==> config.mk <==
export PLATFORM = sky130hd
export DESIGN_NAME = clint_regs_flat
export DESIGN_NICKNAME = d
export VERILOG_FILES = /design/src/rtl/clint_pkg.sv /design/src/rtl/clint_regs_if.sv /design/src/rtl/clint_rtc_sync.sv /design/src/rtl/clint_regs.sv /design/src/flat_wrapper.sv
export SDC_FILE = /design/constraint.sdc
export NUM_CORES = 1
export LEC_CHECK = 0
export ABC_CLOCK_PERIOD_IN_PS = 7740
export BUFFER_PORTS_ARGS = -buffer_cell sky130_fd_sc_hd__buf_4
export CAP_MARGIN = 20
export CORE_UTILIZATION = 59
export CTS_CLUSTER_SIZE = 12
export DETAILED_ROUTE_END_ITERATION = 10
export PLACE_DENSITY = 0.89
export SLEW_MARGIN = 15
export SYNTH_ARGS = -nofsm -noshare
export SYNTH_HDL_FRONTEND = slang
export SYNTH_SLANG_ARGS = --single-unit
==> constraint.sdc <==
create_clock -name clk_i -period 7.74 [get_ports clk_i]
set_input_delay 0.387 -clock clk_i [delete_from_list [all_inputs] [get_ports clk_i]]
set_output_delay 0.387 -clock clk_i [all_outputs]
set_load 0.005 [all_outputs]
==> src/rtl/clint_pkg.sv <==
// Shared register-map offsets and data types for the core-local interruptor
// register block.
package clint_pkg;

  typedef logic [63:0] reg64_t;

  localparam logic [15:0] MSIP_BASE     = 16'h0000;
  localparam logic [15:0] MTIMECMP_BASE = 16'h4000;
  localparam logic [15:0] MTIME_OFFSET  = 16'hBFF8;

  // Compare value that keeps a hart's timer interrupt quiet out of reset.
  localparam reg64_t MTIMECMP_RST = '1;

endpackage

==> src/rtl/clint_regs_if.sv <==
// Register-access port set shared with the AXI-Lite slave front end:
// single-cycle enable/write strobe, address, write data and same-cycle read data.
interface clint_regs_if
  import clint_pkg::*;
#(
  parameter int ADDR_WIDTH = 64
);

  logic [ADDR_WIDTH-1:0] addr_i;
  logic                  en_i;
  logic                  we_i;
  reg64_t                wdata_i;
  reg64_t                rdata_o;

  modport master (
    output addr_i, en_i, we_i, wdata_i,
    input  rdata_o
  );

  modport slave (
    input  addr_i, en_i, we_i, wdata_i,
    output rdata_o
  );

endinterface

==> src/rtl/clint_rtc_sync.sv <==
// Brings the asynchronous real-time-clock reference into the clk_i domain and
// emits a one-cycle tick for each rising edge.
module clint_rtc_sync (
  input  logic clk_i,
  input  logic rst_i,
  input  logic rtc_i,
  output logic tick_o
);

  logic [1:0] r_sync;
  logic       r_prev;

  always_ff @(posedge clk_i) begin
    if (rst_i) begin
      r_sync <= '0;
      r_prev <= 1'b0;
    end else begin
      // NOTE: non-blocking assignments make every flop sample the pre-edge
      // value of its source, which is what keeps this a true shift chain.
      r_sync <= {r_sync[0], rtc_i};
      r_prev <= r_sync[1];
    end
  end

  assign tick_o = r_sync[1] & ~r_prev;

endmodule

==> src/rtl/clint_regs.sv <==
// Machine timer / software-interrupt registers: msip, per-hart mtimecmp and a
// shared mtime counter driven by the synchronised rtc reference.
module clint_regs
  import clint_pkg::*;
#(
  parameter int NR_HARTS   = 1,
  parameter int ADDR_WIDTH = 64,
  parameter int DATA_WIDTH = 64
) (
  input  logic                clk_i,
  input  logic                rst_i,
  input  logic                rtc_i,
  clint_regs_if.slave         bus,
  output logic [NR_HARTS-1:0] timer_irq_o,
  output logic [NR_HARTS-1:0] ipi_o
);

  logic [ADDR_WIDTH-1:0] w_addr;
  logic [DATA_WIDTH-1:0] w_rdata;
  logic                  w_unused;
  logic                  w_tick;
  logic                  w_wr;
  logic                  w_rd;
  logic                  w_sel_msip;
  logic                  w_sel_cmp;
  logic                  w_sel_mtime;
  logic [11:0]           w_msip_idx;
  logic [10:0]           w_pair_idx;

  reg64_t                r_mtime;
  reg64_t                r_mtimecmp [NR_HARTS];
  logic [NR_HARTS-1:0]   r_msip;
  logic [NR_HARTS-1:0]   r_irq;

  clint_rtc_sync u_rtc_sync (
    .clk_i  (clk_i),
    .rst_i  (rst_i),
    .rtc_i  (rtc_i),
    .tick_o (w_tick)
  );

  // Only the low 16 address bits decode; the rest are deliberately ignored.
  assign w_addr   = bus.addr_i;
  assign w_unused = ^w_addr;

  assign w_wr = bus.en_i & bus.we_i;
  assign w_rd = bus.en_i & ~bus.we_i;

  assign w_sel_msip  = (w_addr[15:14] == MSIP_BASE[15:14]);
  assign w_sel_cmp   = (w_addr[15:14] == MTIMECMP_BASE[15:14]);
  assign w_sel_mtime = (w_addr[15:3]  == MTIME_OFFSET[15:3]);
  assign w_msip_idx  = w_addr[13:2];
  assign w_pair_idx  = w_addr[13:3];

  // msip reads return the even/odd hart pair sharing one 8-byte word.
  always_comb begin
    // NOTE: the default assignment first means every path drives w_rdata,
    // so no latch is inferred even though most branches leave it alone.
    w_rdata = '0;
    if (w_rd) begin
      if (w_sel_mtime) w_rdata = r_mtime;
      for (int h = 0; h < NR_HARTS; h++) begin
        if (w_sel_msip && int'(w_pair_idx) == h / 2) begin
          if (h % 2 == 0) w_rdata[0]  = r_msip[h];
          else            w_rdata[32] = r_msip[h];
        end
        if (w_sel_cmp && int'(w_pair_idx) == h) w_rdata = r_mtimecmp[h];
      end
    end
  end

  assign bus.rdata_o = w_rdata;

  always_ff @(posedge clk_i) begin
    if (rst_i) begin
      r_mtime <= '0;
      r_msip  <= '0;
      r_irq   <= '0;
      // NOTE: the compare array is plain flops, not a RAM, so every entry
      // takes its reset value here.
      for (int h = 0; h < NR_HARTS; h++) r_mtimecmp[h] <= MTIMECMP_RST;
    end else begin
      if (w_wr && w_sel_mtime) r_mtime <= bus.wdata_i;
      else if (w_tick)         r_mtime <= r_mtime + 64'd1;

      for (int h = 0; h < NR_HARTS; h++) begin
        if (w_wr && w_sel_msip && int'(w_msip_idx) == h)
          r_msip[h] <= w_addr[2] ? bus.wdata_i[32] : bus.wdata_i[0];
        if (w_wr && w_sel_cmp && int'(w_pair_idx) == h)
          r_mtimecmp[h] <= bus.wdata_i;
        r_irq[h] <= (r_mtime >= r_mtimecmp[h]);
      end
    end
  end

  assign timer_irq_o = r_irq;
  assign ipi_o       = r_msip;

endmodule

==> src/flat_wrapper.sv <==
// flat-port wrapper written by rule: the top's interface ports become plain ports
module clint_regs_flat import clint_pkg::*;
#(
  parameter int NR_HARTS   = 1,
  parameter int ADDR_WIDTH = 64,
  parameter int DATA_WIDTH = 64
)
  (clk_i, rst_i, rtc_i, timer_irq_o, ipi_o, bus_addr_i, bus_en_i, bus_we_i, bus_wdata_i, bus_rdata_o);
  clint_regs_if #(.ADDR_WIDTH(ADDR_WIDTH)) bus_i ();
  input  logic clk_i;
  input  logic rst_i;
  input  logic rtc_i;
  output logic [NR_HARTS-1:0] timer_irq_o;
  output logic [NR_HARTS-1:0] ipi_o;
  input wire logic [$bits(bus_i.addr_i)-1:0] bus_addr_i;
  input wire logic [$bits(bus_i.en_i)-1:0] bus_en_i;
  input wire logic [$bits(bus_i.we_i)-1:0] bus_we_i;
  input wire logic [$bits(bus_i.wdata_i)-1:0] bus_wdata_i;
  output wire logic [$bits(bus_i.rdata_o)-1:0] bus_rdata_o;
  assign bus_i.addr_i = bus_addr_i;
  assign bus_i.en_i = bus_en_i;
  assign bus_i.we_i = bus_we_i;
  assign bus_i.wdata_i = bus_wdata_i;
  assign bus_rdata_o = bus_i.rdata_o;
  clint_regs #(.NR_HARTS(NR_HARTS), .ADDR_WIDTH(ADDR_WIDTH), .DATA_WIDTH(DATA_WIDTH)) u_core (.clk_i(clk_i), .rst_i(rst_i), .rtc_i(rtc_i), .bus(bus_i), .timer_irq_o(timer_irq_o), .ipi_o(ipi_o));
endmodule
; After elaboration in Yosys (flattened, before gate mapping)
; Memory sizes are Yosys's and may differ from the RTL's.
; Cells that the tools add are included.
[word_totals]
reg_bits = 69
ramBits = 64
in_bits = 133
out_inout_bits = 66
memories = 1
[mem_list]
columns = memory, words, width, read_ports, rd_clocked_by_memory_dff, wr, line
row1 = u_core.r_mtimecmp, 1, 64, 1, 0, 1, clint_regs.sv:31  ; reg64_t r_mtimecmp [NR_HARTS];
[classes]
add_sub_neg = 1
n_lt_le_gt_ge = 1
n_eq_ne = 2
muxes = 14
n_bitwise = 5
reduce_logical = 12
[ops]
columns = op, n
row1 = $mux 64, 6
row2 = $add 64x1->64 const B, 1
row3 = $ge 64x64->1, 1
row4 = $reduce_or 64->1, 1
row5 = $eq 13x13->1 const B, 1
row6 = $logic_not 12->1, 1
row7 = $logic_not 11->1, 1
row8 = $mux 1, 8
row9 = $logic_and 1x1->1, 7
row10 = $and 1x1->1, 3
row11 = $eq 2x1->1 const B, 1
row12 = $logic_not 2->1, 1
row13 = $not 1->1, 2
row14 = $reduce_bool 2->1, 1

; Logic depth before layout (Yosys ltp)
[depth]
word_depth = 8
depth_mapped = 8

; Hierarchy
; Synthesis repeated with hierarchy kept, for this count alone.
[unflattened]
cells_unflattened = 972
area_unflattened_um2 = 8555.7
[modules_own_cells]
columns = module, instances, cells_each, area_each_um2
row1 = clint_regs, 1, 965, 8468.1
row2 = clint_rtc_sync, 1, 7, 87.6

; Worst setup path before layout
; Ideal clock, no wire load.
[synth_path]
path_type = input-to-reg
startpoint = input port bus_addr_i[15]
endpoint = memory u_core.r_mtimecmp[0][0] (netlist bit), enable pin
setup_ps = 432
arrival_ps = 2954
required_ps = 7308
slack_ps = 4354
stages = 7
path_buffers = 2
cell_sequence = nor4_1 and3_1 and2_1 clkbuf_1 nand3_1 clkbuf_1 nand2b_1
[synth_between]
elab_chain_cells = 8
[synth_rtl]
columns = item, line
row1 = start: declaration, flat_wrapper.sv:15  ; input wire logic [$bits(bus_i.addr_i)-1:0] bus_addr_i;
row2 = $eq 2x1->1 (*), clint_regs.sv:50  ; assign w_sel_cmp = (w_addr[15:14] == MTIMECMP_BASE[15:14]);
row3 = $logic_and 1x1->1 (*) (2 in series), clint_regs.sv:89  ; if (w_wr && w_sel_cmp && int'(w_pair_idx) == h)
row4 = $mux 1 (*), clint_regs.sv:89
row5 = $mux 1 (*), clint_regs.sv:75  ; if (rst_i) begin
row6 = $mux 1 (implied by the code) (*), clint_regs.sv:90  ; r_mtimecmp[h] <= bus.wdata_i;
row7 = $reduce_or 64->1 (no line), --
row8 = $mux 1 (no line) (*), --
row9 = end: declaration, clint_regs.sv:31
; Mark *: on every way between the ends. The rest lies on a longest branch, timed or not.

; Final worst setup path
[layout_path]
startpoint = input port bus_addr_i[7]
endpoint = memory u_core.r_mtimecmp[0][25] (netlist bit), enable pin
[layout_between]
elab_chain_cells = 7
[layout_rtl]
columns = item, line
row1 = $logic_not 11->1 (*), clint_regs.sv:89
row2 = $logic_and 1x1->1 (*), clint_regs.sv:89
row3 = $mux 1 (*), clint_regs.sv:89
row4 = $mux 1 (*), clint_regs.sv:75
row5 = $mux 1 (implied by the code) (*), clint_regs.sv:90
row6 = $reduce_or 64->1 (no line), --
row7 = $mux 1 (no line) (*), --
; Marks and branches as above.

==> impl_results.md <==
- Status: finished clean
- Worst path slowest cell: nand2b_2
- Post-Syn Nets: 1,174
- Critical path origin: bus_addr_i[7]
- Gr usage total: 31.7%
- Port bufs: 148
- CP Cell Sequence: buf_4 > nor4_1 > and3_1 > and2_2 > buf_4 > nand3_2 > buf_4 > nand2b_2 > buf_4
- Clk slew on worst S/H paths: 0.05 ns
- I/O pin count: 199
- Cells after synthesis: 976
- Hold Path Sink: u_core.ipi_o$_SDFFE_PP0P_
- VDD IR max: 0.000122 V
- CP Buf/Inv Count: 4
- Top cell type's share of synthesized area: 22.6%
- Worst path top cell family by delay: buffers and inverters
- Fin crit period: 3.48 ns
- Layout cells sized above 1: 17.9%
- # diodes: 0
- P_leak: 3.95 nW
- H-tree Lvls: 4
- WHS: 0.230 ns
- Yosys warns: 0
- Hold path cells: 3
- Element type at the critical path start: input pin
- Netlist Area Pre-Place: 8490 µm²
- Required @ worst endpoint: 7.80 ns
- Post-CTS setup buffer count: 0
- Final Hold Fails: 0
- Most frequent cells in the layout: buf_4 (155), nor2_1 (146), or3_1 (74)
- Post-synth EDFFs: 64
- Post-route clock period utilization: 44.9%
- Mean post-synth cell area: 8.70 µm²
- Netlist cell types: 45
- Pre-antenna DRT Iters: 6
- Most Frequent Cell on Critical Path: buf_4
- Final instance area: 10,200 µm²
- Yosys top cell by area: edfxtp_1
- RSZ-0062 raised after global routing: no
- DIE AREA: 14,900 µm²
- Main synth FF type: dfxtp_1
- Worst-Margin Slew: 0.915 ns
- Hold_buf cts: 0
- Post-Route Skew: 0.0120 ns
- Root Buffer: clkbuf_16
- Initial antenna violation count: 0
- R2R setup slack: 4.54 ns
- Row count: 43
- Synth-to-Final Area Change: 20.5%
- Setup TNS: 0 ns
- Final Wtd Congestion: 0.899
- Hold wc startpoint: bus_wdata_i[0]
- CTS tree: built
- Total number of vias: 7,944
- Core Area: 13,900 µm²
- Routed WL: 22,700 µm
- HPWL Detailed: 15,100 µm
- PD cells: 158 nW/µm²
- Synth area leaders: edfxtp_1 (23%), dfxtp_1 (16%), ha_1 (9.6%)
- Worst Hold Class: input pin to register
- Worst R2R Path Depth: 5
- Vias per inst: 6.19
- Crit-path max FO: 65
- Commonest non-fill, non-tap cell in the layout: buf_4
- Drt initial violations: 709
- Relative slew slack: 38.8%
- FMAX: 288 MHz
- Setup CP Type: input pin to register
- Reg2reg start: u_core.r_mtime[7]$_SDFFE_PP0P_
- Horiz. Die Dim: 122 µm
- # DRC: 0
- Worst EP arrival: 3.54 ns
- Maximum clock insertion buffer count: 2
- Post-layout nets: 1,288
- Asr flop ratio synth: 0%
- Clk_lat worst skew: 0.43 ns
- Max cap viols: 0
- Slew Viols, Final: 0
- Post_cts resized: 0
- Post-route ant nets: 0
- DR WL/cell: 17.7 µm
- Sink Count: 133
- Largest net degree at the start of global routing: 87
- Synth Register Bits: 133
- Cts bufs inserted: 17
- Reg-to-reg endpoint: u_core.r_mtime[35]$_SDFFE_PP0P_
- Wire length of the first global-routing pass: 36,500 µm
- # setup viols final: 0
- Area after DPL: 9680 µm²
- Initial cell density of the core: 60.9%
- Register area share after synthesis: 38.9%
- Number of global-route vias before repair: 7,423
- Die height: 122 µm
- Largest stage delay, worst path: 0.66 ns
- Critical Path End Type: register
- Grt total ovfl: 0
## worst min-delay path, stage by stage
cell,delay (ns)
buf_4,0.10
mux2i_1,0.06
nor2_1,0.08
## through the flow
step / util [%] / setup slack (ns) / power [mW] / std cells
detailed placement: 69.5 / 3.83 / 0.875 / 1251
global route: 73.4 / 4.03 / 1.66 / 1283
global placement: 69.5 / 3.95 / 0.871 / 1251
finish: 73.4 / 4.26 / 1.61 / 1283
CTS: 73.4 / 4.25 / 1.61 / 1283
floorplan: - / 4.35 / 0.819 / 976
## cell type report
class	instances	area [µm²]
flip-flops and latches	133	3300
fillers	1015	3710
well taps	180	225
inverters	73	274
clock buffers	29	532
multi-input cells	710	4720
repair buffers	155	1160
clock inverters	3	15.0
## cells by family after synthesis
group                    count (synthesis)  synth area share (%)
flip-flops                             133                  38.9
XOR/XNOR                                53                  5.47
AO/OA/AOI/OAI                          187                  15.5
adder cells (fa/ha/maj)                 65                  9.58
multiplexers                             3                 0.369
buffers and inverters                  133                  5.88
AND/OR/NAND/NOR                        402                  24.2
## layer usage
| metal | track usage (%) | routed length [µm] |
|---|---|---|
| met3 | 6.69 | 1730 |
| met5 | 0 | 0 |
| met1 | 42.1 | 9680 |
| met2 | 50.6 | 10800 |
| met4 | 11.8 | 461 |
## synth_stat cells, types with 18 or more instances
cell type  count
nor2_1       146
or3_1         74
inv_1         73
dfxtp_1       69
a22oi_1       65
ha_1          65
edfxtp_1      64
a211oi_1      59
clkbuf_1      56
nand2_1       45
nand3_1       36
xnor2_1       29
xor2_1        24
a21oi_1       22
nand4_1       22
nor3_1        22
nor4_1        18
o21ai_0       18
## worst max-delay path by stage
stage / endpoint / slack [ns] / cells past startpoint
global placement: u_core.r_mtimecmp[0][19]$_SDFFCE_PN1P_ / 3.95 / 9
finish: u_core.r_mtimecmp[0][25]$_SDFFCE_PN1P_ / 4.26 / 9
detailed placement: u_core.r_mtimecmp[0][20]$_SDFFCE_PN1P_ / 3.83 / 9
global route: u_core.r_mtimecmp[0][20]$_SDFFCE_PN1P_ / 4.03 / 9
floorplan: u_core.r_mtimecmp[0][0]$_SDFFCE_PN1P_ / 4.35 / 7
CTS: u_core.r_mtimecmp[0][19]$_SDFFCE_PN1P_ / 4.25 / 9
## flip-flops by register name (all words and copies together), names as in the netlist
register / cells
u_core.ipi_o: 1
u_core.u_rtc_sync.r_prev: 1
u_core.r_mtime: 64
u_core.r_mtimecmp: 64
u_core.u_rtc_sync.r_sync: 2
u_core.timer_irq_o: 1
## power by group
part / leakage (nW) / switching (mW) / internal [mW] / total (mW)
clock network: 0.271 / 0.291 / 0.461 / 0.753
logic: 2.47 / 0.0544 / 0.0421 / 0.0965
registers: 1.20 / 0.0106 / 0.755 / 0.766
No activity file was read; power rests on OpenSTA's default activity.
